===== config.mk =====
export PLATFORM = sky130hd
export DESIGN_NAME = sfx_playback_scheduler_flat
export DESIGN_NICKNAME = d
export VERILOG_FILES = /design/src/rtl/sfx_playback_scheduler_if.sv /design/src/rtl/sfx_playback_scheduler.sv /design/src/flat_wrapper.sv
export SDC_FILE = /design/constraint.sdc
export NUM_CORES = 1
export LEC_CHECK = 0
export ABC_AREA = 1
export CAP_MARGIN = 20
export CORE_MARGIN = 8
export CORE_UTILIZATION = 64
export CTS_CLUSTER_SIZE = 20
export DETAILED_ROUTE_END_ITERATION = 10
export PLACE_DENSITY = 0.85
export SLEW_MARGIN = 20
export SYNTH_ARGS = -nofsm -noshare
export SYNTH_HDL_FRONTEND = slang
export SYNTH_SLANG_ARGS = --single-unit

===== constraint.sdc =====
create_clock -name DAC_LR_CLK -period 4.6 [get_ports DAC_LR_CLK]
set_clock_uncertainty 0.05 [all_clocks]
set_input_delay 0.92 -clock DAC_LR_CLK [delete_from_list [all_inputs] [get_ports DAC_LR_CLK]]
set_output_delay 0.92 -clock DAC_LR_CLK [all_outputs]
set_load 0.005 [all_outputs]

===== src/rtl/sfx_playback_scheduler_if.sv =====
// Control inputs and ROM-side outputs of the SFX playback scheduler.
// The master drives enable/mute/sfx_req; the scheduler (slave) drives the ROM fetch outputs.
interface sfx_playback_scheduler_if;
    logic        enable;
    logic        mute;
    logic [1:0]  sfx_req;
    logic [17:0] rom_addr;
    logic        rom_rden;
    logic [1:0]  src;
    logic        sfx_drop;
    logic        bgm_done;

    modport master (
        output enable, mute, sfx_req,
        input  rom_addr, rom_rden, src, sfx_drop, bgm_done
    );

    modport slave (
        input  enable, mute, sfx_req,
        output rom_addr, rom_rden, src, sfx_drop, bgm_done
    );
endinterface


===== src/rtl/sfx_playback_scheduler.sv =====
// Schedules ROM sample fetches for background music and two sound effects, one per DAC_LR_CLK.
// Define BGM_LOOP_EN to loop the music; otherwise it stops at its last sample and flags bgm_done.
module sfx_playback_scheduler #(
    parameter int BGM_BASE  = 0,
    parameter int BGM_LEN   = 96378,
    parameter int SFX0_BASE = 96378,
    parameter int SFX0_LEN  = 4096,
    parameter int SFX1_BASE = 100474,
    parameter int SFX1_LEN  = 8192
) (
    input logic                     DAC_LR_CLK,
    input logic                     reset,
    sfx_playback_scheduler_if.slave bus
);

    typedef enum logic [1:0] {
        S_IDLE = 2'd0,
        S_BGM  = 2'd1,
        S_SFX0 = 2'd2,
        S_SFX1 = 2'd3
    } state_t;

    state_t      r_state;
    logic [16:0] r_bgm_pos;
    logic [16:0] r_sfx_pos;
    logic [17:0] r_rom_addr;
    logic        r_rom_rden;
    logic        r_sfx_drop;
    logic        r_bgm_done;

    logic        w_active;
    logic        w_bgm_at_end;
    logic [16:0] w_bgm_pos_nxt;
    logic [16:0] w_sfx_pos_inc;
    logic [17:0] w_bgm_addr;
    logic        w_take0;
    logic        w_take1;
    logic        w_drop;
    logic        w_sfx_end;
    logic        w_done_nxt;

    always_comb begin
        w_active     = (r_state != S_IDLE);
        w_bgm_at_end = (r_bgm_pos == 17'(BGM_LEN - 1));
        w_bgm_pos_nxt = r_bgm_pos;
        if (w_active) begin
`ifdef BGM_LOOP_EN
            w_bgm_pos_nxt = w_bgm_at_end ? '0 : r_bgm_pos + 17'd1;
`else
            w_bgm_pos_nxt = w_bgm_at_end ? r_bgm_pos : r_bgm_pos + 17'd1;
`endif
        end
`ifdef BGM_LOOP_EN
        w_done_nxt = 1'b0;
`else
        w_done_nxt = r_bgm_done || (w_active && w_bgm_at_end);
`endif
        w_sfx_pos_inc = r_sfx_pos + 17'd1;
        w_bgm_addr    = 18'(BGM_BASE) + {1'b0, w_bgm_pos_nxt};
        // SFX1 outranks SFX0; SFX0 can only start from BGM or restart itself.
        w_take1 = w_active && bus.sfx_req[1];
        w_take0 = (r_state == S_BGM || r_state == S_SFX0) && bus.sfx_req[0] && !bus.sfx_req[1];
        w_drop  = (bus.sfx_req[1] && !w_take1) || (bus.sfx_req[0] && !w_take0);
        w_sfx_end = (r_state == S_SFX0 && r_sfx_pos == 17'(SFX0_LEN - 1)) ||
                    (r_state == S_SFX1 && r_sfx_pos == 17'(SFX1_LEN - 1));
    end

    always_ff @(posedge DAC_LR_CLK) begin
        if (!reset) begin
            r_state    <= S_IDLE;
            r_bgm_pos  <= '0;
            r_sfx_pos  <= '0;
            r_rom_addr <= '0;
            r_rom_rden <= 1'b0;
            r_sfx_drop <= 1'b0;
            r_bgm_done <= 1'b0;
        end else if (!bus.enable) begin
            r_state    <= S_IDLE;
            r_rom_rden <= 1'b0;
            r_sfx_drop <= |bus.sfx_req;
        end else begin
            r_sfx_drop <= w_drop;
            r_bgm_done <= w_done_nxt;
            r_bgm_pos  <= w_bgm_pos_nxt;
            if (w_take1) begin
                r_state    <= S_SFX1;
                r_sfx_pos  <= '0;
                r_rom_addr <= 18'(SFX1_BASE);
                r_rom_rden <= !bus.mute;
            end else if (w_take0) begin
                r_state    <= S_SFX0;
                r_sfx_pos  <= '0;
                r_rom_addr <= 18'(SFX0_BASE);
                r_rom_rden <= !bus.mute;
            end else begin
                case (r_state)
                    S_IDLE, S_BGM: begin
                        r_state    <= S_BGM;
                        r_rom_addr <= w_bgm_addr;
                        r_rom_rden <= !bus.mute && !w_done_nxt;
                    end
                    default: begin
                        if (w_sfx_end) begin
                            r_state    <= S_BGM;
                            r_rom_addr <= w_bgm_addr;
                            r_rom_rden <= !bus.mute && !w_done_nxt;
                        end else begin
                            r_sfx_pos  <= w_sfx_pos_inc;
                            r_rom_addr <= ((r_state == S_SFX1) ? 18'(SFX1_BASE) : 18'(SFX0_BASE))
                                          + {1'b0, w_sfx_pos_inc};
                            r_rom_rden <= !bus.mute;
                        end
                    end
                endcase
            end
        end
    end

    assign bus.rom_addr = r_rom_addr;
    assign bus.rom_rden = r_rom_rden;
    assign bus.src      = r_state;
    assign bus.sfx_drop = r_sfx_drop;
    assign bus.bgm_done = r_bgm_done;

endmodule

===== src/flat_wrapper.sv =====
// flat-port wrapper written by rule: the top's interface ports become plain ports
module sfx_playback_scheduler_flat 
#(
    parameter int BGM_BASE  = 0,
    parameter int BGM_LEN   = 96378,
    parameter int SFX0_BASE = 96378,
    parameter int SFX0_LEN  = 4096,
    parameter int SFX1_BASE = 100474,
    parameter int SFX1_LEN  = 8192
)
  (DAC_LR_CLK, reset, bus_enable, bus_mute, bus_sfx_req, bus_rom_addr, bus_rom_rden, bus_src, bus_sfx_drop, bus_bgm_done);
  sfx_playback_scheduler_if bus_i ();
  input logic DAC_LR_CLK;
  input logic reset;
  input wire logic [$bits(bus_i.enable)-1:0] bus_enable;
  input wire logic [$bits(bus_i.mute)-1:0] bus_mute;
  input wire logic [$bits(bus_i.sfx_req)-1:0] bus_sfx_req;
  output wire logic [$bits(bus_i.rom_addr)-1:0] bus_rom_addr;
  output wire logic [$bits(bus_i.rom_rden)-1:0] bus_rom_rden;
  output wire logic [$bits(bus_i.src)-1:0] bus_src;
  output wire logic [$bits(bus_i.sfx_drop)-1:0] bus_sfx_drop;
  output wire logic [$bits(bus_i.bgm_done)-1:0] bus_bgm_done;
  assign bus_i.enable = bus_enable;
  assign bus_i.mute = bus_mute;
  assign bus_i.sfx_req = bus_sfx_req;
  assign bus_rom_addr = bus_i.rom_addr;
  assign bus_rom_rden = bus_i.rom_rden;
  assign bus_src = bus_i.src;
  assign bus_sfx_drop = bus_i.sfx_drop;
  assign bus_bgm_done = bus_i.bgm_done;
  sfx_playback_scheduler #(.BGM_BASE(BGM_BASE), .BGM_LEN(BGM_LEN), .SFX0_BASE(SFX0_BASE), .SFX0_LEN(SFX0_LEN), .SFX1_BASE(SFX1_BASE), .SFX1_LEN(SFX1_LEN)) u_core (.DAC_LR_CLK(DAC_LR_CLK), .reset(reset), .bus(bus_i));
endmodule

==> results.py <==
metrics = {
    "status": {
        "run_status": "complete, no violations",
    },
    "setup_path": {
        "critical_path.max_fanout": 21,
        "setup.worst_path.class": "in -> reg",
        "worst_ep_required_time_ns": 4.77,
        "critical_path.endpoint_type": "register",
        "worstPathArrival_ns": 3.43,
        "worst_r2r_startpoint": "u_core.bus.src[1]",
        "cp-start-kind": "input port",
        "worstSetupStartpoint": "bus_sfx_req[1]",
    },
    "hold_path": {
        "min_from": "u_core.bus.rom_addr[13]",
        "hold_path_class": "reg -> reg",
    },
    "cts": {
        "cts_sinks": 57,
        "cts.clk_slew.worst_paths_ns": 0.07,
        "h-tree-depth": 3,
        "post-cts-setup-buffers": 0,
        "clock_tree.buffer_depth": 2,
        "cts_repair_resize_count": 0,
        "cts-buffers-inserted": 9,
        "clkLatencyLatePin_ns": 0.35,
        "cts-hold-fix-buffers": 0,
        "cts_root_buf": "sky130_fd_sc_hd__clkbuf_8",
        "cts_tree": "built",
    },
    "cells_and_area": {
        "finish.cell_count_without_fillers": 707,
        "n_antenna_cell": 0,
        "post_route_cells_drive_above_1_share_pct": 7.91,
        "n_fill_cell": 485,
        "area_growth_syn_to_layout_pct": 13.7,
        "final_nets": 645,
    },
    "synthesis": {
        "synth.distinct_cells": 42,
        "synthCells": 604,
        "synth.net_count": 622,
        "post_synth_instance_area_um2": 3880,
        "syn_avg_cell_area_um2": 6.43,
        "synth_top_cells_by_area": "sky130_fd_sc_hd__dfxtp_1, sky130_fd_sc_hd__nand2_1, sky130_fd_sc_hd__inv_1",
        "synth.ff_latch_count": 57,
        "synthDominantCellAreaShare_pct": 29.4,
        "cell_accounting_for_the_most_synthesized_area": "sky130_fd_sc_hd__dfxtp_1",
        "synth-warning-count": 0,
        "synth_sequential_area_ratio_pct": 29.4,
    },
    "grt": {
        "antenna_found_initial": 0,
        "grt_start_max_net_pins": 41,
        "grt_remaining_overflow": 0,
        "first_global_vias": 3719,
        "grt_util_all_layers_pct": 24.1,
        "grt_first_pass_wirelength_um": 17200,
    },
    "floorplan": {
        "floorplan.initialDensity_pct": 66.0,
        "die_area_um2": 8810,
        "num_rows": 28,
        "floorplan.io_pins": 29,
        "die_span_x_um": 93.9,
        "core_um2": 5890,
        "dieHeight_um": 93.9,
    },
    "route": {
        "vias": 4121,
        "route.detailed.vias_per_inst": 5.83,
        "routed_wire_length_per_instance_um": 15.1,
        "drtAntennaViolNets": 0,
        "drt_iter0_drc": 375,
        "detailedRoute.firstPassIterationCount": 5,
        "drcViolationCount": 0,
        "finalWirelength_um": 10700,
    },
    "timing": {
        "min_period_ns": 3.26,
        "final_hold_viol_count": 0,
        "timing.setup.tns_ns": 0,
        "timing.slew.headroom_pct": 34.8,
        "final.period_utilization_pct": 70.9,
        "tightestPinTransition_ns": 0.977,
        "report.final.setup_viol": 0,
        "finalMaxSlewViolations": 0,
        "grt_setup_unrepaired": "no",
        "max_freq_ghz": 0.307,
    },
    "placement": {
        "placed_cells_incl_taps": 690,
        "post-dp-hpwl_um": 7590,
        "port-buffer-count": 28,
        "gpl.final_weighted_congestion": 0.923,
    },
    "run": {
        "cap_violations": 0,
    },
    "power_and_ir_drop": {
        "vdd_ir_drop_max_mv": 0.217,
        "power_density_nw_per_um2": 277,
        "p_leak_nw": 1.87,
    },
}
[synthesized netlist by cell type (all sizes together)]
cell type	number
nand2	163
inv	80
dfxtp	57
nor2	54
nand3	53
a21oi	47
o21ai	34
xor2	21
clkbuf	13
ha	12
nand4	11
o211ai	11
nor3	10
buf	7
nand3b	5
nor4	4
or2	4
xnor2	3
o21bai	2
o221ai	2
o31ai	2
a211oi	1
a21boi	1
a22oi	1
a311oi	1
a31oi	1
mux2i	1
nor3b	1
o2111ai	1
o21a	1
[state kept, by name, summed over array words and instances (netlist names)]
register / cells
u_core.bus.bgm_done: 1
u_core.bus.src: 2
u_core.r_bgm_pos: 17
u_core.bus.rom_addr: 18
u_core.bus.rom_rden: 1
u_core.bus.sfx_drop: 1
u_core.r_sfx_pos: 17
[area by class of cell]
class                      instances  area (µm²)  area share (%)
clock buffer                      14         173            3.91
clock inverter                     2        35.0           0.794
timing repair buffer              32         328            7.43
tap                               75        93.8            2.13
sequential                        57        1140            25.9
inverter                          80         300            6.80
multi-input combinational        447        2340            53.1
[cell usage in the layout (no fill, tap or decap), drive strengths merged, types with 15 or more instances in the layout]
cell type,instances
nand3,53
o21ai,34
clkbuf,15
clkdlybuf4s50,28
nand2,163
a21oi,47
inv,79
nor2,54
xor2,21
dfxtp,57
[cells by family (layout without fill, tap and decap cells)]
logic type | count (synthesis) | after routing | synth area share [%]
simple gates | 305 | 305 | 35.5
xor+xnor | 24 | 24 | 5.41
flops | 57 | 57 | 29.4
buf+inv | 100 | 128 | 10.2
fa+ha+maj | 12 | 12 | 3.87
compound gates | 105 | 105 | 15.3
mux | 1 | 1 | 0.258
[worst max-delay path, stage by stage]
cell                              delay (ns)
sky130_fd_sc_hd__clkdlybuf4s50_1        0.49
sky130_fd_sc_hd__inv_2                  0.05
sky130_fd_sc_hd__nand3_1                0.06
sky130_fd_sc_hd__inv_1                  0.09
sky130_fd_sc_hd__nor2_1                 0.25
sky130_fd_sc_hd__inv_1                  0.11
sky130_fd_sc_hd__nor2_2                 0.20
sky130_fd_sc_hd__inv_2                  0.06
sky130_fd_sc_hd__nor2_2                 0.76
sky130_fd_sc_hd__inv_2                  0.14
sky130_fd_sc_hd__o221ai_1               0.23
sky130_fd_sc_hd__nor2_1                 0.08
[routing by layer]
metal  track usage, %  share of wire, %  vias up  routed length (µm)
met2             39.0                46      164                4950
met3             4.64               8.2       22                 881
met4             10.3               2.1        0                 227
met1             30.5                43     1914                4620
li1                 -                 -     2021                   -
met5                0                 0        -                   0
[where the power goes]
group	total [mW]	internal, mW	switching [mW]
logic	0.177	0.0713	0.105
clock network	0.499	0.294	0.204
registers	0.546	0.519	0.0269
total	1.22	0.884	0.337
[worst paths after layout]
check,to,cells past startpoint,slack (ns)
setup / recovery,u_core.bus.rom_addr[4],12,1.34
hold / removal,u_core.bus.rom_addr[13],2,0.42
setup reg to reg,u_core.bus.rom_addr[4],11,1.54
hold reg to reg,u_core.bus.rom_addr[13],2,0.42
[metrics by stage]
stage | setup WS (ns) | cell area [µm²] | hold WS (ns) | power [mW] | utilization [%]
floorplan | 2.21 | 3880 | 0.402 | 0.660 | -
global placement | 1.15 | 4180 | 0.403 | 0.721 | 71.0
detailed placement | 1.04 | 4180 | 0.411 | 0.726 | 71.0
CTS | 1.38 | 4390 | 0.420 | 1.21 | 74.6
global route | 1.15 | 4410 | 0.446 | 1.26 | 75.0
finish | 1.34 | 4410 | 0.417 | 1.22 | 75.0
Note: power is estimated with default switching activity, not from simulation.
